**src/rtl/seq_detector_param.sv**
```systemverilog
// ---------------------------------------------------------------------------
// seq_detector_param
//
// Serial pattern detector for an N-bit PATTERN. PATTERN[N-1] is the first bit
// received. The detector can allow overlapping matches or restart after each
// match, can drive y combinationally (Mealy) or one clock later (registered),
// and keeps a saturating count of matches.
//
// Ports
//   clk          rising-edge clock for all state
//   reset        synchronous, active-high; wins over x_valid and clear_cnt
//   x            serial data bit
//   x_valid      qualifier; x is ignored and all state holds while low
//   clear_cnt    synchronous clear of match_count (loads 1 on a same-cycle match)
//   y            match pulse (Mealy when REG_OUT=0, delayed one clock when 1)
//   depth        current partial-match length, 0..N-1
//   match_count  number of matches, saturating at all-ones
//
// State is the partial-match depth:
//   depth   | meaning
//   0       | no prefix of PATTERN matched
//   k       | last k accepted bits equal PATTERN[N-1:N-k]
//   N-1     | next bit equal to PATTERN[0] completes a match
// ---------------------------------------------------------------------------
module seq_detector_param #(
    parameter int             N       = 4,
    parameter logic [N-1:0]   PATTERN = 4'b1101,
    parameter bit             OVERLAP = 1'b1,
    parameter bit             REG_OUT = 1'b0,
    parameter int             CNT_W   = 8
) (
    input  logic                   clk,
    input  logic                   reset,
    input  logic                   x,
    input  logic                   x_valid,
    input  logic                   clear_cnt,
    output logic                   y,
    output logic [$clog2(N)-1:0]   depth,
    output logic [CNT_W-1:0]       match_count
);

    localparam int DW = $clog2(N);

    // Longest proper border of PATTERN: the longest prefix that is also a suffix.
    function automatic int longest_border();
        int b;
        b = 0;
        for (int k = 1; k < N; k++) begin
            if ((PATTERN >> (N - k)) == (PATTERN & ({N{1'b1}} >> (N - k))))
                b = k;
        end
        return b;
    endfunction

    localparam int            BORDER   = longest_border();
    localparam logic [DW-1:0] LAST_D   = DW'(N - 1);
    localparam logic [DW-1:0] BORDER_D = DW'(BORDER);

    logic [DW-1:0]    depth_q, depth_d;
    logic [N-2:0]     hist_q, hist_d;
    logic [CNT_W-1:0] match_count_q, match_count_d;
    logic             y_q, y_d;

    logic [N-1:0]     window;
    logic             match_now;
    logic             y_comb;
    int               nxt_len;

    always_comb begin
        window    = {hist_q, x};
        match_now = x_valid && (depth_q == LAST_D) && (x == PATTERN[0]);
        y_comb    = match_now && !reset;

        // Longest suffix of the window that is a prefix of PATTERN. Lengths are
        // capped at depth+1 so bits older than the current partial match (from
        // before a reset or a non-overlapping restart) never count.
        nxt_len = 0;
        for (int k = 1; k < N; k++) begin
            if ((k <= int'(depth_q) + 1) &&
                (((window ^ (PATTERN >> (N - k))) & ({N{1'b1}} >> (N - k))) == '0))
                nxt_len = k;
        end

        depth_d       = depth_q;
        hist_d        = hist_q;
        match_count_d = match_count_q;
        y_d           = y_comb;

        if (x_valid) begin
            hist_d = window[N-2:0];
            if (match_now)
                depth_d = OVERLAP ? BORDER_D : '0;
            else
                depth_d = DW'(nxt_len);
        end

        if (clear_cnt)
            match_count_d = match_now ? CNT_W'(1) : '0;
        else if (match_now && (match_count_q != '1))
            match_count_d = match_count_q + CNT_W'(1);
    end

    always_ff @(posedge clk) begin
        if (reset) begin
            depth_q       <= '0;
            hist_q        <= '0;
            match_count_q <= '0;
            y_q           <= 1'b0;
        end else begin
            depth_q       <= depth_d;
            hist_q        <= hist_d;
            match_count_q <= match_count_d;
            y_q           <= y_d;
        end
    end

    assign y           = REG_OUT ? y_q : y_comb;
    assign depth       = depth_q;
    assign match_count = match_count_q;

endmodule

```
**config.mk**
```make
export PLATFORM = sky130hd
export DESIGN_NAME = seq_detector_param
export DESIGN_NICKNAME = d
export VERILOG_FILES = /design/src/rtl/seq_detector_param.sv
export SDC_FILE = /design/constraint.sdc
export NUM_CORES = 1
export LEC_CHECK = 0
export CORE_AREA = 2 2 49 51
export CTS_CLUSTER_DIAMETER = 40
export CTS_CLUSTER_SIZE = 24
export DETAILED_ROUTE_END_ITERATION = 7
export DIE_AREA = 0 0 51 53
export SYNTH_ARGS = -nofsm -noshare
export SYNTH_HDL_FRONTEND = slang
export SYNTH_SLANG_ARGS = --single-unit
export TNS_END_PERCENT = 100
```
**constraint.sdc**
```tcl
create_clock -name clk -period 2.3 [get_ports clk]
set_clock_uncertainty 0.15 [all_clocks]
set_input_delay 0.575 -clock clk [delete_from_list [all_inputs] [get_ports clk]]
set_output_delay 0.575 -clock clk [all_outputs]
set_load 0.005 [all_outputs]
```
==> run_results.csv, run 1 <==
group,metric,value,unit
outcome,status,"finished clean",
hold_path,hold_start,"hist_q[1]",
grt,grt_pass1_vias,523,
final_layout,fin_area,853,um^2
floorplanning,fp.dieH,53,um
final_layout,stdcell_count,120,
floorplanning,rows,17,
timing,post-route-min-period,2.22,ns
detailed_routing,ant_nets,0,
floorplanning,dieArea,2700,um^2
synthesis,synth_edf_count,0,
final_layout,diodes,0,
clocking,holdBufCountCts,0,
grt,grt_max_degree,8,
timing,report.final.slew_viol_count,0,
synthesis,async_flop_share,0,
placement,place_congestion,0.785,
setup_path,r2r_slack,0.59,ns
synthesis,synth_common_cells,"dfxtp_1, nor2_1, o21ai_0, nand2_1",
setup_path,arrival,1.50,ns
clocking,post_cts_buffers,0,
grt,grt_usage,0.109,
clocking,ctsResizeCount,4,
timing,hold_viol,0,
timing,finalCritPeriodShare,0.965,
floorplanning,start_util,0.293,
synthesis,yosys.area.top_type,"dfxtp_1",
floorplanning,pin_count,16,
detailed_routing,drtPass1Iterations,4,
setup_path,cp-start-kind,"primary input",
clocking,tritoncts,"built",
floorplanning,core,2150,um^2
synthesis,synthAdderAreaFrac,0.0199,
placement,dpl_cell_area,822,um^2
synthesis,syn_nets,78,
detailed_routing,via_per_inst,4.98,
grt,grt-busiest-layer,"met2",
setup_path,rr_endpoint,"match_count[1]",
timing,setup_tns,0,ns
synthesis,yosysMostFrequentCell,"dfxtp_1",
clocking,htreeDepth,1,
timing,max_freq,0.450,GHz
synthesis,synth_top_family_by_area,"simple AND/OR/NAND/NOR gates",
synthesis,ys_seq_elements,12,
setup_path,worst_r2r_path_depth,5,
synthesis,yosys.area.top_type_share,0.382,
synthesis,ys.warnings.count,0,
clocking,clkSinkCount,12,
clocking,clockRootBuffer,"clkbuf_4",
clocking,numCtsBuffers,3,
final_layout,nets,99,
synthesis,synth_compound_area_frac,0.199,
synthesis,yosys.area_share.simple,0.254,
synthesis,syn_inst,72,
synthesis,synth-xor-area-share,0.0557,
detailed_routing,route.vias.total,598,
grt,grt_use_met1,0.126,
clocking,clock_latency,0.26,ns
placement,portBuffers,15,
final_layout,drive_above_1_share,0.120,
floorplanning,die_width,51,um
power,p_total,0.409,mW
grt,use_met2,0.186,
grt,grt_pass1_wl,2.18,mm
detailed_routing,drc_errors,0,
detailed_routing,wl_per_cell,11.0,um
placement,dp.final_hpwl,999,um
synthesis,synthMuxAreaShare,0.0477,
synthesis,ys_types,29,
setup_path,critPathKind,"in -> out",
setup_path,reg2reg_from,"match_count[0]",
hold_path,holdPathEnd,"hist_q[1]",
power,power.leakage,0.298,nW
setup_path,critPathMaxFanout,2,
power,peakVddDrop,199,uV
grt,grtUsageMet3,0.0254,
final_layout,syn_to_final_growth,35.6,%
run,cap_viol_max_count,0,
hold_path,hold_depth,2,
setup_path,endpoint_kind,"output port",
placement,dp_cells,116,
grt,grt.overflow.total,0,
timing,grt_setup_unrepaired,"false",
grt,antenna_found_initial,0,
detailed_routing,drtIter0Drc,9,
timing,worstMarginPinSlew,0.344,ns
timing,setup_violations,0,
clocking,cts_buffer_depth,2,
synthesis,syn_area_per_cell,8.74,um^2
final_layout,postLayoutCoreUtil,0.397,
clocking,cts.reportedPaths.clkPinSlew,0.08,ns
synthesis,ys_top_cells_by_area,"dfxtp_1, o21ai_0, xor2_1",
synthesis,synthFlopType,"dfxtp_1",
setup_path,crit_required,1.57,ns
synthesis,ys_seq_area_frac,0.382,
timing,slew_headroom,0.768,
synthesis,syn-cell-area,629,um^2
hold_path,min_path_type,"reg -> reg",
detailed_routing,totalWireLength,1.32,mm
power,p_per_area,479,nW/um^2
## report_power, final
part | switching, mW | internal (mW) | leakage (nW) | total, mW
sequential | 0.00337 | 0.211 | 0.0972 | 0.214
clock | 0.0702 | 0.0960 | 0.0210 | 0.166
combinational | 0.0115 | 0.0174 | 0.179 | 0.0289
## cells in the final DEF (no fill, tap or decap), drive strengths merged, types with 3 or more instances in the layout
cell / instances
a21oi: 4
dfxtp: 12
buf: 5
nor2: 8
nand2b: 3
o21ai: 7
nand2: 5
clkbuf: 4
xor2: 4
clkdlybuf4s50: 14
mux2i: 3
o211ai: 3
## metrics by stage
step | setup slack, ns | hold slack (ns)
CTS | 0.0577 | 0.368
global route | 0.0175 | 0.413
finish | 0.0795 | 0.360
global placement | -0.304 | 0.343
floorplan | 0.424 | 0.311
detailed placement | -0.324 | 0.348
## worst max-delay path: stages
cell and delay [ns]:
clkdlybuf4s50_1 0.48, and4_1 0.20, nor2b_1 0.13, buf_2 0.12
## layout make-up
type                            count  area, um^2
Inverter                            1        3.75
Tap cell                           28        35.0
Fill cell                         216        1290
Sequential cell                    12         240
Multi-Input combinational cell     56         363
Timing Repair Buffer               19         175
Clock buffer                        4        36.3
## how the worst max path moves through the flow
stage,from,end,slack (ns),depth (start not counted)
after global routing,x,y,0.02,4
after detailed placement,x_valid,y,-0.32,4
final,x_valid,y,0.08,4
after CTS,x_valid,y,0.06,4
after floorplan,x_valid,y,0.42,4
after global placement,x_valid,y,-0.30,4
## routing by layer
metal,wire [um],part of all wire,up-vias
met5,0,0,-
met4,11,0.0083,0
met3,65,0.049,2
met2,595,0.45,16
met1,649,0.49,279
li1,-,-,301
## cell families (layout without fill, tap and decap cells)
| kind of cell | count (synthesis) | after routing |
|---|---|---|
| DFF | 12 | 12 |
| AOI/OAI and AO/OA | 18 | 18 |
| muxes | 3 | 3 |
| xor gates and xnor gates | 4 | 4 |
| adders and majority gates | 1 | 1 |
| buffers and inverters | 4 | 24 |
| and+or+nand+nor | 30 | 30 |
## flip-flops by register name, summed over array words and instances, names as in the netlist
signal	cells
match_count	8
depth	2
hist_q	2
(Power assumes the default switching activity.)
==> run 2, diff against run 1 <==
--- a/config.mk
+++ b/config.mk
@@ -5,6 +5,7 @@
 export SDC_FILE = /design/constraint.sdc
 export NUM_CORES = 1
 export LEC_CHECK = 0
+export CAP_MARGIN = 15
 export CORE_AREA = 2 2 49 51
 export CTS_CLUSTER_DIAMETER = 40
 export CTS_CLUSTER_SIZE = 24
==> constraint.sdc (replaced) <==
create_clock -name clk -period 2.3 [get_ports clk]
set_clock_uncertainty 0.15 [all_clocks]
set_input_delay 0.46 -clock clk [delete_from_list [all_inputs] [get_ports clk]]
set_output_delay 0.46 -clock clk [all_outputs]
set_load 0.005 [all_outputs]
==> run 2 against run 1 <==
First-iteration DRC count fell by 56%. Sequential share of layout area is 0.33 points higher. Register-to-register slack gained 0.03 ns. Clock power fell by 23%. Largest cell class unchanged. Fmax grew 5.5%. Via count down 2.3%. Largest power group unchanged. Core utilization decreased by 0.47 points. Final cell count shrank 0.83%. Final area shrank 1.2%. Critical path depth unchanged.
==> run_results.csv, run 2 (synthesis results as in run 1) <==
group,metric,value,unit
outcome,status,"finished clean",
setup_path,endpoint_kind,"output port",
grt,grt_pass1_vias,537,
setup_path,crit_required,1.69,ns
clocking,tritoncts,"built",
grt,grt_max_degree,8,
floorplanning,die_width,51,um
setup_path,cp_slowest_cell,"clkdlybuf4s50_1",
final_layout,largest_reg_flops,8,
timing,post-route-min-period,2.10,ns
final_layout,drive_above_1_share,0.0989,
floorplanning,pin_count,16,
placement,dp.final_hpwl,1.01,mm
clocking,numCtsBuffers,3,
setup_path,cp-start-kind,"primary input",
setup_path,arrival,1.49,ns
grt,grt_pass1_wl,2.33,mm
floorplanning,core,2150,um^2
hold_path,min_path_type,"reg -> reg",
power,power.leakage,0.293,nW
detailed_routing,drc_errors,0,
power,peakVddDrop,335,uV
clocking,clockRootBuffer,"clkbuf_4",
setup_path,critPathKind,"in -> out",
grt,grt.overflow.total,0,
setup_path,critPathMaxFanout,2,
detailed_routing,ant_nets,0,
placement,portBuffers,15,
placement,dp_slack,-0.0873,ns
final_layout,final_common_cell,"clkdlybuf4s50_1",
run,cap_viol_max_count,0,
clocking,clock_latency,0.27,ns
grt,grt_usage,0.117,
clocking,cts.reportedPaths.clkPinSlew,0.07,ns
floorplanning,rows,17,
placement,place_congestion,0.762,
timing,setup_violations,0,
detailed_routing,drtIter0Drc,4,
detailed_routing,drtPass1Iterations,2,
placement,dpl_cell_area,822,um^2
timing,grt_setup_unrepaired,"false",
detailed_routing,route.vias.total,584,
final_layout,diodes,0,
timing,slew_headroom,0.807,
final_layout,nets,99,
detailed_routing,wl_per_cell,11.1,um
floorplanning,fp.dieH,53,um
clocking,cts_buffer_depth,2,
timing,setup_slack,0.195,ns
clocking,htreeDepth,1,
timing,setup_tns,0,ns
timing,finalCritPeriodShare,0.915,
clocking,holdBufCountCts,0,
final_layout,syn_to_final_growth,34.0,%
timing,worstMarginPinSlew,0.287,ns
timing,report.final.slew_viol_count,0,
final_layout,fin_area,843,um^2
grt,antenna_found_initial,0,
floorplanning,dieArea,2700,um^2
timing,max_freq,0.475,GHz
floorplanning,start_util,0.293,
setup_path,cp_cell_sequence,"clkdlybuf4s50_1 > and4_1 > nor2b_1 > dlygate4sd2_1",
setup_path,max_stage_delay,0.47,ns
detailed_routing,totalWireLength,1.32,mm
detailed_routing,via_per_inst,4.91,
clocking,clkSinkCount,12,
timing,hold_viol,0,
final_layout,final_cell_mix,"clkdlybuf4s50_1, dfxtp_1, nor2_1",
power,p_per_area,439,nW/um^2
run 2: cell types whose count changed in the layout (fill, tap and decap cells not counted):
| cell | before | now |
|---|---|---|
| buf_2 | 1 | 0 |
| clkbuf_8 | 1 | 0 |
| dlygate4sd2_1 | 0 | 1 |
run 2: cell type report:
cell class	instances	area, um^2
Fill cell	236	1310
Multi-Input combinational cell	56	363
Sequential cell	12	240
Timing Repair Buffer	19	179
Tap cell	28	35.0
Clock buffer	3	22.5
Inverter	1	3.75
run 2: critical path: cells and delay by family:
family | cells | cell delay (ns)
AND/OR/NAND/NOR | 2 | 0.34
buffers and inverters | 2 | 0.71
run 2: metrics by stage:
step | utilization | std cells | hold slack [ns] | power [mW]
floorplan | - | 72 | 0.311 | 0.231
global placement | 0.383 | 116 | 0.347 | 0.248
detailed placement | 0.383 | 116 | 0.349 | 0.248
CTS | 0.393 | 119 | 0.368 | 0.378
global route | 0.393 | 119 | 0.418 | 0.391
finish | 0.393 | 119 | 0.363 | 0.370
run 2: where the power goes:
| part | leakage, nW | internal (mW) | switching [mW] |
|---|---|---|---|
| clock network | 0.0138 | 0.0605 | 0.0662 |
| logic | 0.182 | 0.0174 | 0.0119 |
| registers | 0.0972 | 0.211 | 0.00327 |
| total | 0.293 | 0.289 | 0.0814 |
run 2: metal layers:
layer,global-route usage,part of all wire,up-vias
li1,-,-,301
met1,0.140,0.45,267
met2,0.190,0.48,16
met3,0.0621,0.070,0
met4,0.0135,0,0
met5,0,0,-
run 2: path summary, 6_finish.rpt:
path / from / end / slack, ns / depth (start not counted)
setup reg to reg: match_count[0] / match_count[1] / 0.62 / 5
hold / removal: hist_q[1] / hist_q[1] / 0.36 / 2
hold reg to reg: hist_q[1] / hist_q[1] / 0.36 / 2
setup / recovery: x_valid / y / 0.20 / 4
run 2: repair_timing:
item                       CTS  global route
buffers inserted             0             0
setup endpoints to repair    1             0
gates resized for setup      1             0
hold endpoints to repair     0             0
==> run 3, diff against run 2 <==
--- a/config.mk
+++ b/config.mk
@@ -8,7 +8,7 @@
 export CAP_MARGIN = 15
 export CORE_AREA = 2 2 49 51
 export CTS_CLUSTER_DIAMETER = 40
-export CTS_CLUSTER_SIZE = 24
+export CTS_CLUSTER_SIZE = 8
 export DETAILED_ROUTE_END_ITERATION = 7
 export DIE_AREA = 0 0 51 53
 export SYNTH_ARGS = -nofsm -noshare
==> constraint.sdc (replaced) <==
create_clock -name clk -period 1.8 [get_ports clk]
set_clock_uncertainty 0.15 [all_clocks]
set_input_delay 0.36 -clock clk [delete_from_list [all_inputs] [get_ports clk]]
set_output_delay 0.36 -clock clk [all_outputs]
set_load 0.005 [all_outputs]
==> run 3 against run 2 <==
Sequential share of layout area decreased by 0.34 points. Die area unchanged. Routed wire length increased by 4.6%. Largest power group unchanged. Via count increased by 3.6%.
==> run_results.csv, run 3 (synthesis results as in run 1) <==
group,metric,value,unit
timing,finalCritPeriodShare,0.962,
floorplanning,fp.dieH,53,um
timing,setup_violations,0,
clocking,clockRootBuffer,"clkbuf_4",
timing,worstMarginPinSlew,0.269,ns
setup_path,cp_slowest_cell,"clkdlybuf4s50_1",
detailed_routing,route.vias.total,605,
setup_path,cp-start-kind,"register",
power,peakVddDrop,216,uV
grt,grtUsageMet3,0.0311,
final_layout,nFillCells,206,
setup_path,endpoint_kind,"output port",
floorplanning,rows,17,
final_layout,fin_area,876,um^2
placement,place_congestion,0.771,
final_layout,drive_above_1_share,0.191,
setup_path,cp-endpoint,"match_count[0]",
clocking,clkSinkCount,12,
grt,grt_usage,0.126,
setup_path,crit_required,1.29,ns
power,power.leakage,0.346,nW
floorplanning,core,2150,um^2
floorplanning,pin_count,16,
final_layout,multi_input_area,363,um^2
grt,grt_max_degree,8,
hold_path,min_path_type,"in -> reg",
setup_path,max_stage_delay,0.49,ns
power,p_total,0.476,mW
floorplanning,start_util,0.293,
setup_path,crit_cells,2,
clocking,post_cts_buffers,0,
setup_path,crit_buf_inv,2,
placement,dp.final_hpwl,1.05,mm
outcome,status,"finished clean",
setup_path,arrival,1.22,ns
clocking,cts_buffer_depth,2,
detailed_routing,via_per_inst,4.96,
placement,portBuffers,15,
clocking,holdBufCountCts,0,
setup_path,critPathMaxFanout,4,
timing,hold_viol,0,
detailed_routing,drtPass1Iterations,4,
setup_path,cp_cell_sequence,"buf_4 > clkdlybuf4s50_1",
setup_path,rr_endpoint,"match_count[1]",
final_layout,syn_to_final_growth,39.2,%
timing,report.final.slew_viol_count,0,
clocking,clock_latency,0.27,ns
grt,grt.overflow.total,0,
setup_path,cp-startpoint,"match_count[0]",
grt,grt_pass1_vias,596,
run,cap_viol_max_count,0,
setup_path,worst_r2r_path_depth,5,
floorplanning,die_width,51,um
setup_path,critPathKind,"reg -> out",
timing,max_freq,0.578,GHz
detailed_routing,ant_nets,0,
clocking,cts.reportedPaths.clkPinSlew,0.08,ns
power,p_per_area,544,nW/um^2
detailed_routing,totalWireLength,1.38,mm
detailed_routing,drc_errors,0,
final_layout,largest_reg_flops,8,
placement,dpl_cell_area,845,um^2
clocking,numCtsBuffers,3,
clocking,tritoncts,"built",
clocking,htreeDepth,1,
detailed_routing,wl_per_cell,11.3,um
final_layout,postLayoutCoreUtil,0.408,
final_layout,diodes,0,
floorplanning,dieArea,2700,um^2
grt,grt-busiest-layer,"met2",
timing,post-route-min-period,1.73,ns
grt,grt_use_met1,0.154,
grt,grt_pass1_wl,2.55,mm
final_layout,regArea,246,um^2
detailed_routing,drtIter0Drc,11,
setup_path,cp_top_family,"buffers and inverters",
final_layout,final_common_cell,"clkdlybuf4s50_1",
grt,use_met2,0.203,
setup_path,reg2reg_from,"match_count[1]",
grt,antenna_found_initial,0,
timing,slew_headroom,0.820,
timing,grt_setup_unrepaired,"false",
final_layout,nets,102,
setup_path,r2r_slack,0.21,ns
final_layout,final_cell_mix,"clkdlybuf4s50_1, nor2_1, dfxtp_1, buf_4, o21ai_0",
## run 3: worst min-delay path: stages
cell            delay, ns
dlymetal6s2s_1       0.11
buf_4                0.16
a311oi_1             0.09
## run 3: worst min-delay path by stage
stage | from | slack (ns) | to | cells after the start
final | x_valid | 0.35 | depth[0] | 3
after global routing | x_valid | 0.37 | depth[0] | 3
after CTS | hist_q[1] | 0.37 | hist_q[1] | 2
after detailed placement | hist_q[1] | 0.35 | hist_q[1] | 2
after global placement | hist_q[1] | 0.33 | hist_q[1] | 2
after floorplan | reset | 0.28 | depth[1] | 1
## run 3: layout make-up
cell class,count,area share
multi-input combinational,56,0.414
sequential,12,0.281
clock buffer,3,0.0257
timing repair buffer,22,0.234
tap,28,0.0400
inverter,1,0.00429
## run 3: power by group
group | internal [mW] | leakage (nW) | total [mW] | switching (mW)
combinational | 0.0236 | 0.232 | 0.0411 | 0.0175
sequential | 0.269 | 0.0998 | 0.272 | 0.00285
clock | 0.0773 | 0.0138 | 0.163 | 0.0859
total | 0.370 | 0.346 | 0.476 | 0.106
## run 3: what timing repair did
| item | 4_1_cts | 5_1_grt |
|---|---|---|
| endpoints found under the setup margin | 1 | 8 |
| pin swaps | 1 | 1 |
| resized for setup | 4 | 9 |
## run 3: per-stage QoR
stage	hold slack, ns	setup WS [ns]	TNS, ns	std cells
after floorplan	0.279	0.266	0	72
after global placement	0.327	-0.372	-0.627	119
after detailed placement	0.348	-0.378	-0.799	119
after CTS	0.366	0.00000966	0	122
after global routing	0.366	0.0133	0	122
final	0.346	0.0686	0	122
## run 3: layer usage
metal,part of all wire,up-vias
met5,0,-
met4,0,0
met3,0.056,0
met2,0.45,19
met1,0.49,277
li1,-,309
==> RTL change 1 (settings of run 3) <==
Set the parameter `N` to 8 (it was 4).
--- a/src/rtl/seq_detector_param.sv
+++ b/src/rtl/seq_detector_param.sv
@@ -23,7 +23,7 @@
 //   N-1     | next bit equal to PATTERN[0] completes a match
 // ---------------------------------------------------------------------------
 module seq_detector_param #(
-    parameter int             N       = 4,
+    parameter int             N       = 8,
     parameter logic [N-1:0]   PATTERN = 4'b1101,
     parameter bit             OVERLAP = 1'b1,
     parameter bit             REG_OUT = 1'b0,
Interface: changed (resized depth); port bits go from 16 to 17. The function was not compared with the original's and may differ.
==> RTL change 1 against run 3 <==
Sequential cell count up 5. Total power up 43%. Combinational power up 120%. Cell area up 63%. The run now ends with negative setup slack left. Sequential share of layout area down 3.8 points. Critical endpoint is now depth[1]. Non-clock buffer count up 16. Synthesized area up 57%. Register-to-register slack worse by 0.32 ns. Via count up 61%. Count of clock-buffer cells in the layout up 1. Wire length up 64%. Setup slack worse by 0.17 ns.
==> RTL change 1: results (changes against run 3) <==
Clock Latency Late Sink=0.29 ns (+0.02 ns); cells after synthesis=113 (+57%); # Post-CTS Setup Buffers=2 (+2); share of post-route cells with drive strength above 1=0.320 (+0.129); CP Data Required Time=1.83 ns (+0.54 ns); synth top area cells=dfxtp_1 34%, mux2i_1 8.1%, nor2_1 7.6%; Synth top cells by count=20 x nor2_1, 17 x dfxtp_1, 8 x mux2i_1; WL met2=1030 um (+65%); failing checks=negative setup slack; met3 wire length=66 um (-15%); Seq/Total Area, Yosys=0.343 (-0.0383); HP Class=reg -> reg; Setup violations, final=5 (+5); Post-Synth XOR/XNOR Area=0.0265 (-0.0292); largest delay contributor family on the critical path=adder cells; vias per cell=5.48 (+10%); status=finished with violations; total track usage=0.193 (+0.0670); Pwr Total=681 uW (+43%); mux cell area share after synthesis=0.0808 (+0.0331); CP max stage cell=or4_4; Max Used Layer=met4; Setup WS post-layout=-0.105 ns (-0.174 ns); count of input and output buffers=16 (+1); Global Route met1 Usage=0.258 (+0.105); Internal=515 uW (+39%); worst slack at placement=-0.343 ns (+0.0351 ns); per-cell routed wire length=12.8 um (+13%); Placement Cell Area=0.00131 mm^2 (+55%); Detailed Place HPWL=1710 um (+63%); kind of critical path=reg -> reg; Placer Congestion=0.869 (+13%); met1 WL=1150 um (+69%); GR Util met2=0.316 (+0.113)
## RTL change 1: cell count changes after synthesis, sizes merged, moves of 4 or more
| cell | delta |
|---|---|
| nor2 | +12 |
| dfxtp | +5 |
| mux2i | +5 |
| ha | +4 |
## RTL change 1: how the worst min path moves through the flow
stage / start / to / slack (ns) / cells after the start
final: hist_q[5] / hist_q[5] / 0.36 / 2
after global routing: hist_q[5] / hist_q[5] / 0.40 / 2
after CTS: hist_q[5] / hist_q[5] / 0.37 / 2
after detailed placement: hist_q[5] / hist_q[5] / 0.35 / 2
after global placement: hist_q[5] / hist_q[5] / 0.34 / 2
after floorplan: hist_q[5] / hist_q[5] / 0.31 / 2
## RTL change 1: cell type report
| cell class | count | share of cell area |
|---|---|---|
| Inverter | 4 | 0.0105 |
| Sequential cell | 17 | 0.243 |
| Timing Repair Buffer | 38 | 0.230 |
| Multi-Input combinational cell | 87 | 0.473 |
| Tap cell | 28 | 0.0245 |
| Clock buffer | 4 | 0.0184 |
==> RTL change 2 (config.mk and constraints of run 3) <==
Made on the original files. Add an input register stage for `x`, `x_valid` and `clear_cnt`; this delays them by one clock. Comments in the files are not updated.
--- a/src/rtl/seq_detector_param.sv
+++ b/src/rtl/seq_detector_param.sv
@@ -41,6 +41,16 @@
 
     localparam int DW = $clog2(N);
 
+    logic x_q;
+    logic x_valid_q;
+    logic clear_cnt_q;
+
+    always_ff @(posedge clk) begin
+        x_q         <= x;
+        x_valid_q   <= x_valid;
+        clear_cnt_q <= clear_cnt;
+    end
+
     // Longest proper border of PATTERN: the longest prefix that is also a suffix.
     function automatic int longest_border();
         int b;
@@ -67,8 +77,8 @@
     int               nxt_len;
 
     always_comb begin
-        window    = {hist_q, x};
-        match_now = x_valid && (depth_q == LAST_D) && (x == PATTERN[0]);
+        window    = {hist_q, x_q};
+        match_now = x_valid_q && (depth_q == LAST_D) && (x_q == PATTERN[0]);
         y_comb    = match_now && !reset;
 
         // Longest suffix of the window that is a prefix of PATTERN. Lengths are
@@ -86,7 +96,7 @@
         match_count_d = match_count_q;
         y_d           = y_comb;
 
-        if (x_valid) begin
+        if (x_valid_q) begin
             hist_d = window[N-2:0];
             if (match_now)
                 depth_d = OVERLAP ? BORDER_D : '0;
@@ -94,7 +104,7 @@
                 depth_d = DW'(nxt_len);
         end
 
-        if (clear_cnt)
+        if (clear_cnt_q)
             match_count_d = match_now ? CNT_W'(1) : '0;
         else if (match_now && (match_count_q != '1))
             match_count_d = match_count_q + CNT_W'(1);
Check against the original RTL: not equivalent (a bounded check fails within 4 cycles, from zero or initial values and one cycle with reset high).
==> RTL change 2 against run 3 <==
Global-route usage fell by 0.78 points. Register-to-register slack improved by 0.04 ns. Synthesized area rose by 9.5%. Clock power increased by 13%. Sequential cell count rose by 3. Cell area is 10% higher. Total power up 20%. Critical path type unchanged. Synthesized cell count up 4.2%. Sequential power up 26%. Maximum frequency shrank 0.24%. Largest power group unchanged. Combinational power shrank 3%. Setup slack lost 0.0042 ns. Wire length shrank 3.5%. Highest routed layer is now met4.
==> RTL change 2: results (changes against run 3) <==
vias in the first global route=556 (-6.7%); worst vdd ir=0.308 mV (+43%); # fillers=215 (+4.4%); Hold Crit Depth=2 (-1); Detailed Place HPWL=1050 um (-0.12%); Hold EP=match_count[0]; DRT iter0 DRCs=8 (-3); Syn Nets=81 (+3.8%); status=finished clean; Synth top cells by count=15 x dfxtp_1, 8 x nor2_1, 7 x o21ai_0; Layout Nets=108 (+5.9%); Placement Cell Area=927 um^2 (+9.8%); HP Class=reg -> reg; Hold WS=0.365 ns (+0.0185 ns); WL final=1340 um (-3.5%); achievable clock frequency=576 MHz (-0.24%); total track usage=0.118 (-0.00776); Seq/Total Area, Yosys=0.436 (+0.0539); Sw Pwr=120 uW (+13%); min-delay src=match_count[0]; first-pass GRT wire length=2380 um (-6.5%); P_leak=0.000388 uW (+12%); vias per cell=4.96 (about the same); Synth Area in Adders=0.0181 (-0.00173); Placer Congestion=0.797 (+3.4%)
==> RTL change 2: final cells by class <==
cell class              instances  area, um^2  share of cell area
multi-input cells              56         363               0.376
repair buffers                 25         229               0.237
flip-flops and latches         15         308               0.319
clock buffers                   4        26.3              0.0272
inverters                       1        3.75             0.00389
well taps                      28        35.0              0.0363
==> RTL change 2: stage by stage <==
step	instances	TNS, ns	total power, uW
finish	129	0	569
global route	129	0	612
CTS	129	0	582
detailed placement	125	-0.103	392
global placement	125	-0.102	392
floorplan	75	0	368
==> RTL change 2: what timing repair did <==
action,4_1_cts,5_1_grt
cloned,0,0
buffers inserted,0,0
pin swaps,0,0
endpoints found under the hold margin,0,0
resized for setup,1,8
endpoints found under the setup margin,1,8
hold buffers,0,0
==> RTL change 2: metal layers <==
layer | share of wire | up-vias | global-route usage
li1 | - | 330 | -
met1 | 0.48 | 292 | 0.140
met2 | 0.46 | 16 | 0.195
met3 | 0.053 | 2 | 0.0282
met4 | 0.0067 | 0 | 0.0676
met5 | 0 | - | 0
